**src/rtl/fir_mac_ctrl.sv**
```systemverilog
// FIR controller that time-shares one external multiplier across NTAPS taps.
// One sample in, NTAPS MAC cycles, then a held result until downstream takes it.
module fir_mac_ctrl #(
  parameter int NTAPS = 8,
  parameter int ACC_W = 19,
  localparam int AW = $clog2(NTAPS)
) (
  input  logic                    clk,
  input  logic                    rst_n,
  input  logic                    in_valid,
  input  logic signed [3:0]       in_data,
  output logic                    in_ready,
  input  logic                    coef_we,
  input  logic [AW-1:0]           coef_addr,
  input  logic signed [8:0]       coef_data,
  output logic                    coef_err,
  output logic signed [3:0]       mul_in,
  output logic signed [8:0]       mul_h,
  input  logic signed [15:0]      mul_prod,
  output logic                    out_valid,
  output logic signed [ACC_W-1:0] out_data,
  input  logic                    out_ready
);

  typedef enum logic [1:0] {
    IDLE,
    MAC,
    DONE
  } state_t;

  localparam logic [AW-1:0] LAST = AW'(NTAPS - 1);

  state_t                  state;
  logic signed [3:0]       dly  [NTAPS];
  logic signed [8:0]       coef [NTAPS];
  logic signed [ACC_W-1:0] acc;
  logic signed [ACC_W-1:0] acc_nxt;
  logic [AW-1:0]           tap;

  assign in_ready = (state == IDLE);
  assign mul_in   = (state == MAC) ? dly[tap]  : '0;
  assign mul_h    = (state == MAC) ? coef[tap] : '0;
  assign acc_nxt  = acc + {{(ACC_W-16){mul_prod[15]}}, mul_prod};

  always_ff @(posedge clk or negedge rst_n) begin
    if (!rst_n) begin
      state     <= IDLE;
      acc       <= '0;
      tap       <= '0;
      out_valid <= 1'b0;
      out_data  <= '0;
      coef_err  <= 1'b0;
      for (int k = 0; k < NTAPS; k++) begin
        dly[k]  <= '0;
        coef[k] <= '0;
      end
    end else begin
      // writes are only legal while no pass is using the coefficients
      coef_err <= coef_we && (state != IDLE);
      unique case (state)
        IDLE: begin
          if (coef_we)
            coef[coef_addr] <= coef_data;
          if (in_valid) begin
            dly[0] <= in_data;
            for (int k = 1; k < NTAPS; k++)
              dly[k] <= dly[k-1];
            acc   <= '0;
            tap   <= '0;
            state <= MAC;
          end
        end
        MAC: begin
          acc <= acc_nxt;
          tap <= tap + AW'(1);
          if (tap == LAST) begin
            out_data  <= acc_nxt;
            out_valid <= 1'b1;
            state     <= DONE;
          end
        end
        DONE: begin
          if (out_ready) begin
            out_valid <= 1'b0;
            state     <= IDLE;
          end
        end
        default: state <= IDLE;
      endcase
    end
  end

endmodule

```
**config.mk**
```make
export PLATFORM = sky130hd
export DESIGN_NAME = fir_mac_ctrl
export DESIGN_NICKNAME = d
export VERILOG_FILES = /design/src/rtl/fir_mac_ctrl.sv
export SDC_FILE = /design/constraint.sdc
export NUM_CORES = 1
export LEC_CHECK = 0
export BUFFER_PORTS_ARGS = -buffer_cell sky130_fd_sc_hd__buf_2
export CORE_MARGIN = 2
export CORE_UTILIZATION = 55
export CTS_BUF_LIST = sky130_fd_sc_hd__clkbuf_4
export DETAILED_ROUTE_END_ITERATION = 7
export GPL_TIMING_DRIVEN = 0
export PLACE_DENSITY = 0.79
export SLEW_MARGIN = 15
export SYNTH_ARGS = -nofsm -noshare
export SYNTH_HDL_FRONTEND = slang
export SYNTH_SLANG_ARGS = --single-unit
export TNS_END_PERCENT = 20
```
**constraint.sdc**
```tcl
create_clock -name clk -period 2.2 [get_ports clk]
set_clock_uncertainty 0.15 [all_clocks]
set_input_delay 0.33 -clock clk [delete_from_list [all_inputs] [get_ports clk]]
set_output_delay 0.33 -clock clk [all_outputs]
set_load 0.02 [all_outputs]
```
# --- Yosys cells after proc, flatten, opt, wreduce, memory -nomap -nowiden ---
# Index checks and enable logic that the tools add are counted.
totals:
  out_inout_bits: 35
  word_cells: 69
  input_bits: 37
  register_bits: 149
classes:
  eq_ne: 6
  reduce_logical: 12
  order_cmp: 3
  muxes: 22
  addsub: 2
  n_bitwise: 2
op_table:
  columns: ["op", "n"]
  rows:
  - ["72-bit bitwise mux", 1]
  - ["19-bit one-hot mux with 2 select lines", 1]
  - ["9-bit two-way mux", 4]
  - ["9-bit binary-select mux with 3-bit select", 1]
  - ["9-bit demux with 3-bit select", 1]
  - ["19-bit adder", 1]
  - ["19-bit two-way mux", 1]
  - ["4-bit binary-select mux with 3-bit select", 1]
  - ["4-bit two-way mux", 3]
  - ["4-bit >= comparator, second input constant", 2]
  - ["3-bit inverter with 4-bit output", 2]
  - ["2-bit AND reduction", 4]
  - ["2-bit two-way mux", 3]
  - ["2-bit one-hot mux with 3 select lines", 1]
  - ["3-bit one-hot mux with 2 select lines", 1]
  - ["3-bit AND reduction", 2]
  - ["2-bit nonzero test", 3]
  - ["4-bit by 1-bit < comparator with 1-bit output, second input constant", 1]
  - ["2-bit inequality test, second input constant", 2]
  - ["3-bit by 1-bit adder with 3-bit output, second input constant", 1]
  - ["3-bit == test, second input constant", 1]
  - ["3-bit two-way mux", 1]
  - ["2-bit by 1-bit == test with 1-bit output, second input constant", 1]
  - ["2-bit == test, second input constant", 1]
  - ["5 further kinds", 7]

# --- Logic depth before layout (Yosys ltp) ---
depth:
  word_depth: 6
  depth_mapped: 10

# --- Worst setup path after synthesis ---
# OpenSTA, ideal clock, no wires.
synth_path:
  path_kind: "register -> register"
  startpoint: "register acc[0]"
  endpoint: "register out_data[18]"
  n_path_buf: 0
  setup_ps: 125
  slack_ps: -139
  arrival_ps: 2065
  path_stages_with_launch: 11
  cell_sequence: "dfrtp_1 > ha_1 > inv_1 > fa_1 > nor2b_1 > o31a_1 > o21ai_2 > o221ai_2 > a31oi_2 > xnor3_1 > mux2_2"
synth_via:
  elab_chain_cells: 1
synth_rtl:
  columns: ["item", "line_no", "rtl"]
  rows:
  - ["from (decl)", "36", "logic signed [ACC_W-1:0] acc;"]
  - ["from (signal assigned)", "74", "acc <= acc_nxt;"]
  - ["19-bit adder", "43", "assign acc_nxt = acc + {{(ACC_W-16){mul_prod[15]}}, mul_prod};"]
  - ["to (signal assigned)", "77", "out_data <= acc_nxt;"]
  - ["to (decl)", "21", "output logic signed [ACC_W-1:0] out_data,"]
# Every way passes these cells.
# A chain may end at the register's enable or synchronous reset.

# --- Worst setup path after layout ---
layout_path:
  startpoint: "register tap[0]"
  endpoint: "output mul_h[0]"
layout_via:
  elab_chain_cells: 5
layout_rtl:
  columns: ["item", "line_no", "rtl"]
  rows:
  - ["from (decl)", "38", "logic [AW-1:0] tap;"]
  - ["from (signal assigned)", "75", "tap <= tap + AW'(1);"]
  - ["3-bit inverter with 4-bit output (implied by the code)", "42", "assign mul_h = (state == MAC) ? coef[tap] : '0;"]
  - ["9-bit binary-select mux with 3-bit select", "42", null]
  - ["9-bit two-way mux (implied by the code) (2 in series)", "42", null]
  - ["9-bit two-way mux", "42", null]
  - ["to (decl)", "18", "output logic signed [8:0] mul_h,"]
# Every way passes these cells. The select of a mux whose other input is x is not followed.

==> flow_metrics.py <==
metrics = {
    "run_status": {
        "outcome": "finished with violations",
        "violations": "negative setup slack",
    },
    "die": {
        "die_area_mm2": 0.0143,
        "core_area_mm2": 0.0131,
        "num_rows": 42,
        "chipHeight_um": 119,
        "die_w_um": 119,
        "ios": 72,
        "start_util_pct": 55.8,
    },
    "worst_setup_path": {
        "rr_endpoint": "out_data[18]",
        "cp.arrival_ns": 2.17,
        "rrSetupSlack_ns": -0.31,
        "rr_worst_depth": 8,
        "start_kind": "register",
        "worstPathMaxFanout": 6,
        "critical_path_class": "register to output pin",
        "required_ns": 1.72,
        "endpoint_kind": "output pin",
        "reg2reg_from": "acc[13]",
    },
    "logic_synthesis": {
        "synth-compound-area-share_pct": 6.69,
        "ys_warn_count": 0,
        "syn_inst": 574,
        "synth_common_cells": "dfrtp_1, mux2_2, nand2_1, o21ai_0, mux4_2",
        "synth_flop_cell": "dfrtp_1",
        "synth_edf_count": 0,
        "ys_top_cells_by_area": "dfrtp_1, mux2_2, mux4_2",
        "synthAdderAreaFrac_pct": 3.69,
        "netlist_area_mm2": 0.00733,
        "yosysSeqAreaShare_pct": 50.9,
        "ys_ff_latch": 149,
        "avgSynthCellArea_um2": 12.8,
        "synth-xor-area-share_pct": 1.86,
        "synth_top_family_by_area": "multiplexers",
        "synth_most_common_cell": "dfrtp_1",
        "synth.distinct_cells": 45,
        "synthDominantCellAreaShare_pct": 50.9,
        "yosysTopAreaCell": "dfrtp_1",
        "synth_nets": 632,
        "async_flop_share_pct": 100,
        "synth-simple-area-share_pct": 7.85,
        "synth_mux_area_share_pct": 27.2,
    },
    "sta": {
        "rsz0062_at_grt": "yes",
        "worst_pin_slew_ns": 0.610,
        "timing.fmax_mhz": 377,
        "hold_viol": 0,
        "slew_violations": 0,
        "worst_slack_ns": -0.450,
        "final.period_utilization_pct": 120,
        "setup_viol": 31,
        "fin_crit_ns": 2.65,
        "slew_headroom_pct": 59.4,
    },
    "drt": {
        "drt_pass1_iterations": 7,
        "vias": 5142,
        "routed_wl_um": 16800,
        "drtIter0Drc": 406,
        "viasPerCell": 5.79,
        "drcViolationCount": 0,
        "antenna_left": 0,
        "wl_per_cell_um": 19.0,
    },
    "global_route": {
        "grt_usage_pct": 25.1,
        "grt_pass1_vias": 5474,
        "grt_max_degree": 98,
        "antenna_found_initial": 0,
        "grt_overflow_total": 0,
        "grt_pass1_wl_um": 27600,
    },
    "layout": {
        "multi_input_area_mm2": 0.00364,
        "stdcell_count": 888,
        "final.fill_count": 923,
        "regArea_mm2": 0.00373,
        "syn2layout_area_growth_pct": 21.2,
        "drive_gt1_share_pct": 42.6,
        "antenna_cells": 0,
        "layout.nets": 757,
        "finalInstanceArea_mm2": 0.00888,
    },
    "clocking": {
        "ctsRootBufferMaster": "clkbuf_4",
        "clock_sinks": 149,
        "htreeDepth": 4,
        "clkTransAtPathRegs_ns": 0.13,
        "cts_buffers": 17,
        "clk_path_buf_depth": 2,
        "insertion_delay_ns": 0.56,
        "cts_tree": "done",
    },
    "worst_hold_path": {
        "min_to": "acc[18]",
        "hp-start": "mul_prod[15]",
        "hold_path_class": "primary input to register",
        "whs_path_depth": 4,
    },
    "flow_run": {
        "cap_violations": 0,
    },
    "placement": {
        "post-place-cells": 822,
        "placedInstanceArea_mm2": 0.00795,
        "gp_congestion": 0.907,
        "dp_hpwl_um": 11100,
        "portBuffers": 71,
    },
    "power": {
        "leakagePower_nw": 4.15,
        "switching_power_mw": 5.39,
        "pwr-share-clk_pct": 14.1,
        "swShare_pct": 39.5,
        "p_comb_share_pct": 51.8,
        "cellPowerDensity_mw_per_mm2": 1540,
        "power_mw": 13.7,
        "peakVddDrop_mv": 0.780,
        "power_frac_seq_pct": 34.1,
        "p_int_mw": 8.26,
    },
}
[what timing repair did]
item | in CTS | in global routing
resized for setup | 55 | 32
endpoints found under the setup margin | 115 | 109
hold endpoints to repair | 230 | 1
hold buffers | 18 | 1
pin swaps | 8 | 14
gates cloned | 1 | 0
setup buffers | 10 | 5
[sequential cells by signal, indices dropped and copies added (netlist names)]
| register | count |
|---|---|
| dly | 32 |
| out_valid | 1 |
| out_data | 19 |
| state | 2 |
| tap | 3 |
| acc | 19 |
| coef_err | 1 |
| coef | 72 |
[cell type report]
cell class,count,share of cell area [%]
Clock buffer,18,1.52
Timing Repair Buffer,107,8.47
Inverter,6,0.254
Buffer,27,2.16
Multi-Input combinational cell,391,41.0
Tap cell,176,2.48
Sequential cell,149,42.0
Clock inverter,14,2.11
[worst max-delay path, stage by stage, from the launching register on]
cell     delay (ns)
dfrtp_1        0.41
buf_12         0.15
buf_4          0.15
mux4_2         0.51
mux2i_1        0.18
nor2_1         0.06
buf_2          0.17
[power by group through the flow]
stage          clock network, mW  registers (mW)  logic, mW
2_1_floorplan                  0            4.68       4.36
6_report                    1.92            4.66       7.07
3_5_place_dp                   0            4.68       6.07
5_1_grt                     2.06            4.81       7.66
4_1_cts                     1.94            4.64       6.71
3_3_place_gp                   0            4.56       5.84
[worst max path at each step]
stage | start | to | slack (ns) | cells after the start
after floorplan | acc[0] | out_data[18] | -0.14 | 10
after global placement | rst_n | dly[29] | -1.38 | 1
after detailed placement | tap[1] | mul_in[2] | -0.59 | 6
after CTS | tap[0] | mul_h[0] | -0.47 | 6
after global routing | tap[0] | mul_h[7] | -0.58 | 6
final | tap[0] | mul_h[0] | -0.45 | 6
[layout by cell type, fill, tap and decap left out, types with 15 or more instances in the layout]
cell type,instances
dfrtp_1,149
mux2_2,107
buf_2,67
nand2_1,42
mux4_2,26
o21ai_0,24
nand3_1,23
nor2_1,22
clkbuf_4,20
mux2i_1,19
dlygate4sd3_1,19
o21ai_1,16
buf_4,15
[per-stage QoR]
stage	util, %	hold slack [ns]	setup slack, ns	setup TNS, ns
finish	67.6	0.0878	-0.450	-8.25
global placement	60.3	0.307	-1.38	-215.28
floorplan	-	-0.116	-0.139	-0.475
global route	67.6	0.0886	-0.579	-12.40
CTS	66.5	0.00517	-0.470	-7.71
detailed placement	60.5	0.120	-0.591	-15.47
[metal layers]
| layer | share of wire, % | track usage (%) | vias to the layer above |
|---|---|---|---|
| met5 | 0 | 0 | - |
| met4 | 1.7 | 7.28 | 0 |
| met3 | 4.5 | 5.80 | 30 |
| met2 | 52 | 43.7 | 142 |
| met1 | 42 | 31.5 | 2619 |
| li1 | - | - | 2351 |
[cells by family after synthesis]
| group | count (synthesis) |
|---|---|
| flops | 149 |
| buf+inv | 34 |
| fa+ha+maj | 21 |
| mux | 153 |
| xor+xnor | 14 |
| compound gates | 80 |
| simple gates | 123 |
Power figures use the tool's default switching activity.
